**src/rtl/seq_adder_pkg.sv**
```systemverilog
// Shared types and constants for the nibble-serial adder.
// Used by seq_adder_16bits and its slice adder adder_4bits.
package seq_adder_pkg;

    localparam int NIB_W         = 4;
    localparam int N_NIBBLES_DEF = 4;

    typedef enum logic [1:0] {
        ST_IDLE = 2'd0,
        ST_ADD  = 2'd1,
        ST_DONE = 2'd2
    } state_t;

    // A single-nibble build still needs a 1-bit counter.
    function automatic int cntWidth(input int nNibbles);
        return (nNibbles > 1) ? $clog2(nNibbles) : 1;
    endfunction

endpackage

```
**src/rtl/seq_adder_16bits_adder_4bits.sv**
```systemverilog
// One 4-bit ripple-carry slice, reused every ADD cycle by seq_adder_16bits.
module adder_4bits
    import seq_adder_pkg::*;
(
    input  logic [NIB_W-1:0] i_a,
    input  logic [NIB_W-1:0] i_b,
    input  logic             i_cin,
    output logic [NIB_W-1:0] o_sum,
    output logic             o_cout
);

    always_comb begin
        logic w_carry;
        w_carry = i_cin;
        o_sum   = '0;
        for (int i = 0; i < NIB_W; i++) begin
            o_sum[i] = i_a[i] ^ i_b[i] ^ w_carry;
            w_carry  = (i_a[i] & i_b[i]) | (w_carry & (i_a[i] ^ i_b[i]));
        end
        o_cout = w_carry;
    end

endmodule

```
**src/rtl/seq_adder_16bits.sv**
```systemverilog
// Nibble-serial unsigned adder: one 4-bit slice per cycle, carry kept in a register.
// Optional signed overflow output enabled by defining SEQ_ADDER_OVF_EN.
module seq_adder_16bits
    import seq_adder_pkg::*;
#(
    parameter  int N_NIBBLES = N_NIBBLES_DEF,
    localparam int W         = NIB_W * N_NIBBLES
) (
    input  logic         clk,
    input  logic         rst_n,
    input  logic         start,
    input  logic [W-1:0] a,
    input  logic [W-1:0] b,
    input  logic         cin,
    output logic         busy,
    output logic         done,
    output logic [W-1:0] sum,
    output logic         cout
`ifdef SEQ_ADDER_OVF_EN
    ,
    output logic         ovf
`endif
);

    localparam int               CNT_W    = cntWidth(N_NIBBLES);
    localparam logic [CNT_W-1:0] LAST_NIB = CNT_W'(N_NIBBLES - 1);

    state_t             r_state;
    state_t             w_stateNext;
    logic [W-1:0]       r_a;
    logic [W-1:0]       r_b;
    logic [W-1:0]       r_sum;
    logic               r_carry;
    logic               r_cout;
    logic [CNT_W-1:0]   r_nib;
    logic [NIB_W-1:0]   w_aNib;
    logic [NIB_W-1:0]   w_bNib;
    logic [NIB_W-1:0]   w_sliceSum;
    logic               w_sliceCout;
    logic               w_accept;
    logic               w_lastNib;

    assign w_accept  = (r_state == ST_IDLE) && start;
    assign w_lastNib = (r_nib == LAST_NIB);

    always_ff @(posedge clk or negedge rst_n) begin
        if (!rst_n) begin
            r_state <= ST_IDLE;
        end else begin
            r_state <= w_stateNext;
        end
    end

    always_comb begin
        w_stateNext = r_state;
        case (r_state)
            ST_IDLE: if (start)     w_stateNext = ST_ADD;
            ST_ADD:  if (w_lastNib) w_stateNext = ST_DONE;
            ST_DONE:                w_stateNext = ST_IDLE;
            default:                w_stateNext = ST_IDLE;
        endcase
    end

    // Pick the current nibble of the latched operands for the shared slice adder.
    always_comb begin
        w_aNib = '0;
        w_bNib = '0;
        for (int k = 0; k < N_NIBBLES; k++) begin
            if (r_nib == CNT_W'(k)) begin
                w_aNib = r_a[k*NIB_W +: NIB_W];
                w_bNib = r_b[k*NIB_W +: NIB_W];
            end
        end
    end

    adder_4bits u_slice (
        .i_a    (w_aNib),
        .i_b    (w_bNib),
        .i_cin  (r_carry),
        .o_sum  (w_sliceSum),
        .o_cout (w_sliceCout)
    );

    always_ff @(posedge clk or negedge rst_n) begin
        if (!rst_n) begin
            r_a     <= '0;
            r_b     <= '0;
            r_sum   <= '0;
            r_carry <= 1'b0;
            r_cout  <= 1'b0;
            r_nib   <= '0;
        end else if (w_accept) begin
            r_a     <= a;
            r_b     <= b;
            r_sum   <= '0;
            r_carry <= cin;
            r_cout  <= 1'b0;
            r_nib   <= '0;
        end else if (r_state == ST_ADD) begin
            for (int k = 0; k < N_NIBBLES; k++) begin
                if (r_nib == CNT_W'(k)) begin
                    r_sum[k*NIB_W +: NIB_W] <= w_sliceSum;
                end
            end
            r_carry <= w_sliceCout;
            r_nib   <= r_nib + 1'b1;
            if (w_lastNib) begin
                r_cout <= w_sliceCout;
            end
        end
    end

`ifdef SEQ_ADDER_OVF_EN
    logic r_ovf;

    // The MSB of the result is bit 3 of the final slice, so overflow is judged before it lands in r_sum.
    always_ff @(posedge clk or negedge rst_n) begin
        if (!rst_n) begin
            r_ovf <= 1'b0;
        end else if (w_accept) begin
            r_ovf <= 1'b0;
        end else if ((r_state == ST_ADD) && w_lastNib) begin
            r_ovf <= (r_a[W-1] == r_b[W-1]) && (w_sliceSum[NIB_W-1] != r_a[W-1]);
        end
    end

    assign ovf = r_ovf;
`endif

    assign busy = (r_state != ST_IDLE);
    assign done = (r_state == ST_DONE);
    assign sum  = r_sum;
    assign cout = r_cout;

endmodule

```
**config.mk**
```make
export PLATFORM = sky130hd
export DESIGN_NAME = seq_adder_16bits
export DESIGN_NICKNAME = d
export VERILOG_FILES = /design/src/rtl/seq_adder_pkg.sv /design/src/rtl/seq_adder_16bits_adder_4bits.sv /design/src/rtl/seq_adder_16bits.sv
export SDC_FILE = /design/constraint.sdc
export NUM_CORES = 1
export LEC_CHECK = 0
export ABC_AREA = 0
export ABC_CLOCK_PERIOD_IN_PS = 6800
export CELL_PAD_IN_SITES_DETAIL_PLACEMENT = 0
export CELL_PAD_IN_SITES_GLOBAL_PLACEMENT = 1
export CORE_ASPECT_RATIO = 2
export CORE_UTILIZATION = 44
export DETAILED_ROUTE_END_ITERATION = 10
export PLACE_DENSITY = 0.95
export SLEW_MARGIN = 5
export SYNTH_ARGS = -nofsm -noshare
export SYNTH_HDL_FRONTEND = slang
export SYNTH_SLANG_ARGS = --single-unit
```
**constraint.sdc**
```tcl
create_clock -name clk -period 6.8 [get_ports clk]
set_input_delay 1.02 -clock clk [delete_from_list [all_inputs] [get_ports clk]]
set_output_delay 1.02 -clock clk [all_outputs]
set_load 0.03 [all_outputs]
```
==> results.ini <==
[critical_path]
r2r_end = sum[15]$_DFFE_PN0P_
crit_path_top_delay_cell = fa_1
ff2ff_setup_slack_ns = 3.49
timing.critical_path.mode_cell = fa_1
startpoint = r_nib[0]$_DFFE_PN0P_
rr_worst_depth = 12
arrival_ns = 3.52
critPathLaunchType = register
crit_fanout = 8
crit_type = register to register
slowest_delay_ns = 0.49
crit_chain = inv_1 -> ha_1 -> nor2_1 -> a31oi_1 -> fa_1 -> inv_1 -> fa_1 -> inv_1 -> fa_1 -> fa_1 -> nand2_1 -> o211ai_1
cp.required_ns = 7.01
setup.worst_path.end_class = register
r2r-start = r_nib[0]$_DFFE_PN0P_
crit_end = sum[15]$_DFFE_PN0P_

[synthesis]
synth_edf_count = 0
ys_ff_latch = 54
synth_flop_cell = dfrtp_1
syn_avg_cell_area_sq_um = 12.1
synth.area.top_cells = dfrtp_1 (51%), mux2_4 (17%), nand2_1 (7.0%)
synthCells = 221
yosysTopAreaCell = dfrtp_1
synthesis.nets = 265
netlist.area_leader.share_pct = 50.6
syn_area_sq_um = 2670
synthArstFlopShare_pct = 100
synth.distinct_cells = 28
synth-seq-area-share_pct = 50.6
yosysWarnings = 0

[cells_and_area]
drive_gt1_share_pct = 15.9
antenna_cells = 0
finalNetCount = 319
final_cells = 337
syn2layout_area_growth_pct = 25.9

[grt]
grt_max_degree = 55
grt_pass1_wl_mm = 9.36
grt_usage_pct = 19.2
overflow = 0
antenna_found_initial = 0
grt_pass1_vias = 1938

[timing]
setup-violations-final = 0
finalMaxSlewViolations = 0
slew_headroom_pct = 48.6
min_period_over_period_pct = 48.7
max_slew.worst_pin.slew_ns = 0.770
skew_ns = 0.00279
fmax_mhz = 302
rsz0062_at_grt = false
fin_crit_ns = 3.31
final.setup.tns_ns = 0
finalHoldViolCount = 0

[detailed_routing]
via_per_inst = 5.48
wl_per_cell_um = 16.7
routed_wl_mm = 5.64
dr.pass1.iters = 7
drt-initial-drc-count = 70
vias = 1848
drc = 9
ant_nets = 0

[placed_design]
placed_cells = 329
placement.io_buffers = 54
globalplace.congestion = 0.833
dp_hpwl_mm = 4.27

[min_path]
hp-class = register to register
hold_path.startpoint = r_b[6]$_DFFE_PN0P_

[floorplan]
initial_core_util_pct = 46.4
rows = 39
pin_count = 55
fp.coreArea_sq_um = 5760
die_height_um = 112
dieArea_sq_um = 6410
fp.dieW_um = 57.1

[clocking]
htree_levels = 2
tritoncts = done
hold_buffers = 0
numCtsBuffers = 5
cts_repair_resize_count = 0
clk_latency_ns = 0.29
clkSinkCount = 54
root_buffer = clkbuf_16
clk_path_buf_depth = 2
clkTransAtPathRegs_ns = 0.06
cts_setup_buffers = 0

[pwr]
p_leak_nw = 1.45
power.density_nw_per_um2 = 539
max-vdd-ir-drop_mv = 0.273

[outcome]
outcome = finished with violations
violations = DRC

[run]
cap_violations = 0

worst min-delay path by stage:
stage                     cells after the start  slack [ns]                  to
after floorplan                               1        0.48  r_a[6]$_DFFE_PN0P_
after global placement                        1        0.50  r_b[1]$_DFFE_PN0P_
after detailed placement                      1        0.50  r_b[6]$_DFFE_PN0P_
after CTS                                     1        0.52  r_b[4]$_DFFE_PN0P_
after global routing                          1        0.54  r_a[5]$_DFFE_PN0P_
final                                         1        0.52  r_b[6]$_DFFE_PN0P_
Yosys cell counts (3+ instances only):
cell type,count
a22oi_1,3
mux2_4,30
ha_1,4
o211ai_1,14
dfrtp_1,54
nor2_1,5
inv_1,9
fa_1,4
a21oi_1,4
nand2_1,50
a31oi_1,3
o311ai_0,5
buf_8,3
nand3b_1,3
nor2b_1,5
o22ai_1,6
sequential cells by signal (all words and copies together), names as in the netlist:
register and cells:
r_nib 2, r_a 16, r_b 16, r_carry 1, sum 16, r_state 2, cout 1
cell type report:
cell class / instances / area (sq um)
Fill cell: 477 / 2390
Sequential cell: 54 / 1350
Multi-Input combinational cell: 149 / 1210
Timing Repair Buffer: 55 / 543
Clock buffer: 7 / 143
Tap cell: 61 / 76.3
Inverter: 10 / 37.5
Clock inverter: 1 / 5.00
layer usage:
layer  vias up  GRT usage (%)  part of all wire [%]
li1        886              -                     -
met1       899           21.3                    38
met2        50           34.8                    55
met3        13           2.42                   3.0
met4         0           9.59                   3.6
met5         -              0                     0
worst max-delay path, delay by kind of cell (launching register included):
kind	cells	cell delay, ns
AND/OR/NAND/NOR	2	0.52
AO/OA/AOI/OAI	2	0.38
buffers and inverters	3	0.22
flip-flops	1	0.43
adder cells (fa/ha/maj)	5	1.69
cells in the final DEF (no fill, tap or decap), types with 5 or more instances in the layout:
master,count
inv_1,9
clkbuf_16,5
nand2_1,50
nor2_1,5
o211ai_1,14
dfrtp_1,54
o311ai_0,5
mux2_4,30
nor2b_1,5
clkdlybuf4s50_1,53
o22ai_1,6
logic make-up after synthesis:
family          after synthesis  share of synthesized area (%)
mux                          32                           17.7
buf+inv                      18                           4.17
flops                        54                           50.6
compound gates               42                           11.4
fa+ha+maj                     8                           4.87
simple gates                 67                           11.3
stage by stage:
| step | hold WS, ns | cell area (sq um) | total power (W) | utilization, % | setup WS (ns) |
|---|---|---|---|---|---|
| 2_1_floorplan | 0.481 | 2670 | 0.00127 | - | 3.85 |
| 3_3_place_gp | 0.496 | 3220 | 0.00153 | 55.9 | 3.65 |
| 3_5_place_dp | 0.501 | 3220 | 0.00156 | 55.9 | 3.53 |
| 4_1_cts | 0.521 | 3360 | 0.00182 | 58.4 | 3.49 |
| 5_1_grt | 0.538 | 3360 | 0.00194 | 58.4 | 3.24 |
| 6_report | 0.517 | 3360 | 0.00181 | 58.4 | 3.49 |
power by group:
group          leakage, nW  switching [W]  internal, W
registers            0.662       0.000122     0.000471
clock network       0.0739       0.000106     0.000146
logic                0.711       0.000535     0.000435
Note: power is estimated with default switching activity, not from simulation.
